**config.mk**
```make
export PLATFORM = sky130hd
export DESIGN_NAME = booth_mul_sched
export DESIGN_NICKNAME = d
export VERILOG_FILES = /design/src/rtl/booth_pkg.sv /design/src/rtl/booth_step_core.sv /design/src/rtl/booth_mul_sched.sv
export SDC_FILE = /design/constraint.sdc
export NUM_CORES = 1
export LEC_CHECK = 0
export ABC_AREA = 1
export CORE_UTILIZATION = 39
export CTS_BUF_LIST = sky130_fd_sc_hd__clkbuf_8
export DETAILED_ROUTE_END_ITERATION = 8
export GPL_TIMING_DRIVEN = 0
export HOLD_SLACK_MARGIN = 0.06
export PLACE_DENSITY = 0.75
export SLEW_MARGIN = 5
export SYNTH_ARGS = -nofsm -noshare
export SYNTH_HDL_FRONTEND = slang
export SYNTH_SLANG_ARGS = --single-unit
```
**constraint.sdc**
```tcl
create_clock -name clk -period 3.6 [get_ports clk]
set_input_delay 0.54 -clock clk [delete_from_list [all_inputs] [get_ports clk]]
set_output_delay 0.54 -clock clk [all_outputs]
set_load 0.01 [all_outputs]
```
**src/rtl/booth_pkg.sv**
```systemverilog
// Shared types and constants for the Booth multiplier scheduler.
package booth_pkg;

  // Scheduler states: waiting for a request, stepping, presenting a result.
  typedef enum logic [1:0] {
    IDLE = 2'd0,
    RUN  = 2'd1,
    DONE = 2'd2
  } state_t;

  // What a single radix-2 Booth step does to the accumulator.
  typedef enum logic [1:0] {
    OP_NONE = 2'd0,
    OP_ADD  = 2'd1,
    OP_SUB  = 2'd2
  } booth_op_t;

  localparam int WIDTH_DEF = 16;
  localparam int NREQ_DEF  = 4;
  localparam int CNT_W     = $clog2(WIDTH_DEF);
  localparam int ID_W      = $clog2(NREQ_DEF);

  // Decode the Booth pair {current multiplier LSB, previously shifted-out bit}.
  function automatic booth_op_t booth_decode(input logic lsb, input logic prev);
    booth_op_t op;
    case ({lsb, prev})
      2'b10:   op = OP_SUB;
      2'b01:   op = OP_ADD;
      default: op = OP_NONE;
    endcase
    return op;
  endfunction

endpackage

```
**src/rtl/booth_step_core.sv**
```systemverilog
// Booth datapath: operand register, accumulator, multiplier/product shift
// register and the single add/subtract used by each step.
module booth_step_core
  import booth_pkg::*;
#(
  parameter int WIDTH = WIDTH_DEF
) (
  input  logic               clk,
  input  logic               rst,
  input  logic               load,
  input  logic               step,
  input  logic [WIDTH-1:0]   a,
  input  logic [WIDTH-1:0]   b,
  output logic [2*WIDTH-1:0] prod
);

  // acc carries one guard bit so subtracting the most negative multiplicand
  // cannot overflow before the arithmetic shift.
  logic [WIDTH-1:0] a_reg;
  logic [WIDTH:0]   acc;
  logic [WIDTH-1:0] mq;
  logic             q_bit;
  logic [WIDTH:0]   a_ext;
  logic [WIDTH:0]   sum;

  // Step adder: add, subtract or pass the accumulator per the Booth pair.
  always_comb begin
    a_ext = {a_reg[WIDTH-1], a_reg};
    sum   = acc;
    case (booth_decode(mq[0], q_bit))
      OP_ADD:  sum = acc + a_ext;
      OP_SUB:  sum = acc - a_ext;
      default: sum = acc;
    endcase
  end

  // Load fresh operands, or apply one step followed by the arithmetic right shift.
  always_ff @(posedge clk or posedge rst) begin
    if (rst) begin
      a_reg <= '0;
      acc   <= '0;
      mq    <= '0;
      q_bit <= 1'b0;
    end else if (load) begin
      a_reg <= a;
      acc   <= '0;
      mq    <= b;
      q_bit <= 1'b0;
    end else if (step) begin
      acc   <= {sum[WIDTH], sum[WIDTH:1]};
      mq    <= {sum[0], mq[WIDTH-1:1]};
      q_bit <= mq[0];
    end
  end

  // The exact product always fits in the low 2*WIDTH bits of {acc, mq}.
  assign prod = {acc[WIDTH-1:0], mq};

endmodule

```
**src/rtl/booth_mul_sched.sv**
```systemverilog
// Round-robin scheduler sharing one iterative Booth multiplier among NREQ
// requesters, with a single valid/ready response port.
module booth_mul_sched
  import booth_pkg::*;
#(
  parameter int WIDTH = WIDTH_DEF,
  parameter int NREQ  = NREQ_DEF
) (
  input  logic                      clk,
  input  logic                      rst,
  input  logic [NREQ-1:0]           req_valid,
  input  logic [NREQ*WIDTH-1:0]     req_a,
  input  logic [NREQ*WIDTH-1:0]     req_b,
  output logic [NREQ-1:0]           req_ready,
  output logic                      rsp_valid,
  output logic [$clog2(NREQ)-1:0]   rsp_id,
  output logic [2*WIDTH-1:0]        rsp_prod,
  input  logic                      rsp_ready
);

  localparam int CW = $clog2(WIDTH);
  localparam int IW = $clog2(NREQ);

  state_t           state;
  state_t           state_nxt;
  logic [IW-1:0]    last_grant;
  logic [IW-1:0]    idx;
  logic [IW-1:0]    grant_id;
  logic [NREQ-1:0]  grant_oh;
  logic             grant_any;
  logic [CW-1:0]    cnt;
  logic [IW-1:0]    id_q;
  logic             load;
  logic             step;
  logic             last_step;
  logic [WIDTH-1:0] a_sel;
  logic [WIDTH-1:0] b_sel;
  logic [2*WIDTH-1:0] core_prod;

  // Round-robin search for the first valid requester after the last grant.
  always_comb begin
    grant_oh  = '0;
    grant_id  = '0;
    grant_any = 1'b0;
    idx       = '0;
    for (int k = 1; k <= NREQ; k++) begin
      idx = IW'((int'(last_grant) + k) % NREQ);
      if (!grant_any && req_valid[idx]) begin
        grant_any     = 1'b1;
        grant_id      = idx;
        grant_oh[idx] = 1'b1;
      end
    end
  end

  assign a_sel     = req_a[grant_id*WIDTH +: WIDTH];
  assign b_sel     = req_b[grant_id*WIDTH +: WIDTH];
  assign last_step = (cnt == CW'(WIDTH - 1));

  // State register; reset abandons any operation in flight.
  always_ff @(posedge clk or posedge rst) begin
    if (rst) state <= IDLE;
    else     state <= state_nxt;
  end

  // Next-state logic: accept, step WIDTH times, hold the result until taken.
  always_comb begin
    state_nxt = state;
    case (state)
      IDLE:    if (grant_any) state_nxt = RUN;
      RUN:     if (last_step) state_nxt = DONE;
      DONE:    if (rsp_ready) state_nxt = IDLE;
      default: state_nxt = IDLE;
    endcase
  end

  // Output decode: grants only while idle, response fields only while done.
  always_comb begin
    req_ready = '0;
    load      = 1'b0;
    step      = 1'b0;
    rsp_valid = 1'b0;
    rsp_id    = '0;
    rsp_prod  = '0;
    case (state)
      IDLE: begin
        if (!rst) req_ready = grant_oh;
        load = grant_any;
      end
      RUN: step = 1'b1;
      DONE: begin
        rsp_valid = 1'b1;
        rsp_id    = id_q;
        rsp_prod  = core_prod;
      end
      default: ;
    endcase
  end

  // Step counter, owner id of the running operation and round-robin pointer.
  always_ff @(posedge clk or posedge rst) begin
    if (rst) begin
      cnt        <= '0;
      id_q       <= '0;
      last_grant <= IW'(NREQ - 1);
    end else if (load) begin
      cnt        <= '0;
      id_q       <= grant_id;
      last_grant <= grant_id;
    end else if (step) begin
      cnt        <= cnt + CW'(1);
    end
  end

  booth_step_core #(
    .WIDTH (WIDTH)
  ) u_core (
    .clk  (clk),
    .rst  (rst),
    .load (load),
    .step (step),
    .a    (a_sel),
    .b    (b_sel),
    .prod (core_prod)
  );

endmodule

```
* After elaboration in Yosys (flattened, before gate mapping) *
Cells that the tools add are included.

operators by class
  add/sub/neg operators = 7
  order comparisons = 8
  equal/unequal tests = 10
  shifts and indexed selects = 2
  multiplexer cells = 49
  bitwise operators = 3
  reductions and logical operators = 13

operators with widths
  operator                                                                count
  64-bit by 7-bit variable part select with 16-bit output                 2
  17-bit 2-to-1 mux                                                       2
  17-bit one-hot mux with 2 select lines                                  1
  16-bit 2-to-1 mux                                                       2
  32-bit 2-to-1 mux                                                       1
  4-bit 2-to-1 mux                                                        8
  17-bit adder                                                            1
  1-bit 2-to-1 mux                                                        17
  17-bit subtractor                                                       1
  2-bit 2-to-1 mux                                                        8
  2-bit by 3-bit < comparator with 1-bit output (second input constant)   4
  4-bit bitwise OR                                                        3
  1-bit binary-select mux with 2-bit select                               4
  1-bit demux with 2-bit select                                           4
  2-bit by 1-bit >= comparator with 1-bit output (second input constant)  4
  1-bit logical AND                                                       7
  2-bit by 1-bit equality test with 1-bit output (second input constant)  3
  2-bit equality test (second input constant)                             3
  2-bit inequality test (second input constant)                           3
  2-bit one-hot mux with 3 select lines                                   1
  2-bit by 1-bit adder with 2-bit output (second input constant)          2
  2-bit adder (second input constant)                                     2
  4-bit by 1-bit adder with 4-bit output (second input constant)          1
  4-bit equality test (second input constant)                             1
  5 further kinds                                                         7

storage, ports and cells
  bits in registers = 60
  bits of input ports = 135
  output and inout port bits = 39
  logic and storage cells = 100

* Depth between registers and ports, before layout *
  word-level depth = 15
  depth in mapped cells = 20
  mapped depth without buffers = 20

* Cells and area by module *
Synthesis repeated with hierarchy kept, for this count alone.

second synthesis, totals
  cell total of the unflattened synthesis = 1092
  area total of the unflattened synthesis = 6449.9 um^2

modules (own cells, without submodules)
  module           times used  cells each  area each (um^2)  sequential area each (um^2)
  booth_step_core  1           494         3454.6            1226.2
  booth_mul_sched  1           598         2995.4            252.7

* Worst setup path before layout *
Ideal clock, no wire load.

  path type = in2out
  from = input rst
  to = output req_ready[3]
  arrival = 2.245 ns
  required time = 3.060 ns
  setup slack = 0.815 ns
  cell stages on the path = 3
  path buffers = 0
  cells stage by stage = inv_1 > nand2_1 > a31oi_1

on the way
  word-level cells in the longest chain between the ends = 2

RTL lines
  what              RTL line               text
  start, declared   booth_mul_sched.sv:10  input logic rst,
  4-bit 2-to-1 mux  booth_mul_sched.sv:87  if (!rst) req_ready = grant_oh;
  4-bit 2-to-1 mux  booth_mul_sched.sv:85  case (state)
  end, declared     booth_mul_sched.sv:14  output logic [NREQ-1:0] req_ready,

Every way passes these cells.

* Worst setup path in the final report *
  from = register last_grant[0]
  to = output req_ready[0]

on the way
  word-level cells in the longest chain between the ends = 15
  elaborated cells on any way between the ends = 50
  classes of those cells = add/sub (4); order compare (8); mux (25); bitwise (3); reduce/logical (10)

RTL lines
  what                                                                                    RTL line                text
  start, declared                                                                         booth_mul_sched.sv:26   logic [IW-1:0] last_grant;
  start signal, assigned                                                                  booth_mul_sched.sv:105  last_grant <= IW'(NREQ - 1);
  start signal, assigned                                                                  booth_mul_sched.sv:109  last_grant <= grant_id;
  branches (longest 12 deep; another with 2-bit by 3-bit < comparator with 1-bit output)  --
  4-bit 2-to-1 mux (*)                                                                    booth_mul_sched.sv:48   if (!grant_any && req_valid[idx]) begin
  4-bit 2-to-1 mux (*)                                                                    booth_mul_sched.sv:87
  4-bit 2-to-1 mux (*)                                                                    booth_mul_sched.sv:85

Every way passes the cells marked *. The select of a mux whose other input is x is not followed.

==> impl_metrics.csv <==
group,metric,value,unit
run_status,status,"finished, final reports clean",
sta,max_slew_margin,0.540,
sta,finalMaxSlewViolations,0,
setup_path,rr_worst_depth,18,
die,core-area,14500,um^2
clocking,clk_latency,0.34,ns
grt,grt_overflow,0,
synth,yosysSeqAreaShare,0.256,
layout,diodes,0,
setup_path,start_kind,"register",
layout,design_area,7970,um^2
pwr,static-leakage-power,3.99,nW
grt,grt_pass1_vias,5902,
setup_path,crit_chain,"inv_2 > ha_1 > inv_1 > nand3_2 > nand2_4 > nor2_1 > nand2_1 > o2111ai_1 > nand2_1 > inv_1 > clkdlybuf4s50_1",
synth,synth_top_flop_cell,"dfrtp_1",
sta,period_minus_slack,3.42,ns
setup_path,worst-path-buf-inv,4,
setup_path,slowest_stage,"dfstp_2",
synth,synthArstFlopShare,1.00,
setup_path,cp-end-kind,"output pin",
detailed_routing,vias,6309,
detailed_routing,drt_iter0_drc,420,
synth,ys_seq_elements,59,
synth,synth_edf_count,0,
sta,finalCritPeriodShare,0.951,
grt,grt_first_pass_wirelength,29100,um
synth,synth_area_per_cell,6.45,um^2
clocking,cts_made_buffers,9,
placed_design,placed_cell_area,7760,um^2
grt,antenna_found_initial,0,
setup_path,critPathMaxFanout,11,
sta,worst_pin_slew,0.689,ns
die,start_util,0.399,
grt,grt_max_degree,33,
clocking,cts_tree,"done",
run,maxCapViolCount,0,
detailed_routing,avgRoutedWirePerCell,14.1,um
die,dieWidth,124,um
setup_path,critical_path_class,"register to output pin",
layout,drive_gt1_frac,0.0964,
synth,syn-cell-area,5780,um^2
setup_path,path_delay_family,"buffers and inverters",
grt,grtUsageTotal,0.246,
hold_path,hold_class,"register to register",
pwr,irDropWorstVdd,0.516,mV
synth,synth_cell_type_count,41,
detailed_routing,route.detailed.drc,0,
clocking,ctsResizeCount,0,
layout,synthToLayoutAreaGrowth,37.9,%
die,boundaryPins,174,
sta,whs,0.484,ns
detailed_routing,drt_wl_total,18000,um
synth,synth_nets,1059,
pwr,power_density,1160,nW/um^2
detailed_routing,ant_nets,0,
synth,synth_cells,896,
sta,hold_viol,0,
die,placementRows,44,
clocking,cts.sinks,59,
clocking,cts_max_level,3,
placed_design,dpl.hpwl,14800,um
sta,clock_skew,0.00660,ns
setup_path,cp_num_cells,11,
sta,setup_viol,0,
setup_path,critPathMaxStageDelay,0.62,ns
clocking,ctsLongestPathBuffers,2,
sta,fmax,0.292,GHz
synth,yosys_warnings,0,
hold_path,hold_depth,2,
clocking,path_clk_slew,0.07,ns
placed_design,place_ws,0.380,ns
die,die_h,124,um
die,die_area,15300,um^2
setup_path,worstPathRequired,3.06,ns
clocking,cts-hold-fix-buffers,0,
sta,setup_ws,0.175,ns
detailed_routing,post_drt_via_cell_ratio,4.96,
placed_design,place.gp.congestion,0.968,
clocking,cts_root_buf,"clkbuf_8",
clocking,postCtsSetupRepairBufs,0,
setup_path,critPathArrivalTime,2.88,ns
layout,nNetsFinal,1247,
detailed_routing,first_pass_iters,5,
placed_design,io_buffers,173,
## stage by stage
step,setup TNS [ns],instances,power (mW),util
floorplan,0,896,6.83,-
global placement,-3.19,1253,8.52,0.535
detailed placement,0,1254,8.61,0.536
CTS,0,1270,9.21,0.549
global route,-0.00768,1273,10.3,0.550
finish,0,1273,9.28,0.550
## cell families after synthesis
family | share of synthesized area
buf+inv | 0.144
fa+ha+maj | 0.0619
xor+xnor | 0.0258
compound gates | 0.182
flops | 0.256
simple gates | 0.330
## per-layer routing
layer	routed length, um	vias up	GRT usage
met1	8140	2849	0.327
met5	0	-	0
met3	930	19	0.0353
li1	-	3242	-
met4	244	0	0.0580
met2	8690	199	0.418
## path summary, 6_finish.rpt
| check | start | end | slack (ns) |
|---|---|---|---|
| worst max register to register | u_core.a_reg[0] | u_core.acc[12] | 0.34 |
| min in group asynchronous | rst | u_core.mq[8] | 0.60 |
| worst min-delay path | cnt[3] | state[1] | 0.48 |
| worst min register to register | cnt[3] | state[1] | 0.48 |
| worst max-delay path | last_grant[0] | req_ready[0] | 0.18 |
| max in group asynchronous | rst | last_grant[0] | 2.33 |
## where the power goes
part	leakage (nW)	internal (mW)	switching, mW
Clock	0.0880	0.288	0.285
Sequential	0.708	1.04	0.205
Combinational	3.20	2.73	4.73
Total	3.99	4.06	5.22
## synth_stat cells (2+ instances only)
library cell | instances | area, um^2
a21oi_1 | 27 | 135
a31oi_1 | 4 | 25.0
buf_1 | 2 | 7.51
buf_2 | 15 | 75.1
buf_4 | 2 | 15.0
buf_6 | 8 | 90.1
clkbuf_1 | 12 | 45.0
dfrtp_1 | 57 | 1430
dfstp_2 | 2 | 52.6
ha_1 | 27 | 338
inv_1 | 153 | 574
inv_2 | 6 | 22.5
nand2_1 | 263 | 987
nand2_2 | 6 | 37.5
nand2_4 | 2 | 22.5
nand3_1 | 77 | 385
nand3_2 | 5 | 50.1
nand3b_1 | 2 | 15.0
nand4_1 | 7 | 43.8
nor2_1 | 65 | 244
nor2_4 | 3 | 33.8
nor3_1 | 8 | 40.0
o2111ai_1 | 3 | 26.3
o211ai_1 | 5 | 37.5
o211ai_2 | 31 | 388
o21ai_0 | 35 | 175
o21ai_1 | 20 | 100
o21bai_1 | 3 | 22.5
o22ai_1 | 16 | 100
or2_2 | 3 | 18.8
xor2_1 | 17 | 149
## worst reg2reg max path: cells and delay by family (launching register included)
family / cells / cell delay [ns]
buf+inv: 2 / 0.23
fa+ha+maj: 2 / 0.50
simple gates: 6 / 0.67
compound gates: 6 / 0.91
flops: 1 / 0.41
xor+xnor: 2 / 0.43
## cell type report
type | count | area, um^2
Buffer | 39 | 233
Clock buffer | 11 | 151
Clock inverter | 5 | 36.3
Fill cell | 1463 | 6510
Inverter | 160 | 601
Multi-Input combinational cell | 638 | 3470
Sequential cell | 59 | 1480
Tap cell | 184 | 230
Timing Repair Buffer | 177 | 1770
## placed cells by master, fill, tap and decap left out, drive strengths merged
| cell type | instances |
|---|---|
| nand2 | 271 |
| clkdlybuf4s50 | 173 |
| inv | 160 |
| nand3 | 83 |
| nor2 | 68 |
| dfrtp | 57 |
| o21ai | 55 |
| o211ai | 36 |
| buf | 31 |
| a21oi | 27 |
| ha | 27 |
| clkbuf | 23 |
| xor2 | 17 |
| o22ai | 16 |
| nor3 | 8 |
| nand4 | 7 |
| a31oi | 4 |
| or2 | 3 |
| o2111ai | 3 |
| o21bai | 3 |
| clkinvlp | 3 |
| nand3b | 2 |
| dfstp | 2 |
| clkinv | 2 |
| and3 | 1 |
| o221ai | 1 |
| a21o | 1 |
| a22oi | 1 |
| o31ai | 1 |
| a22o | 1 |
| nor3b | 1 |
| fa | 1 |
Power figures use the tool's default switching activity.
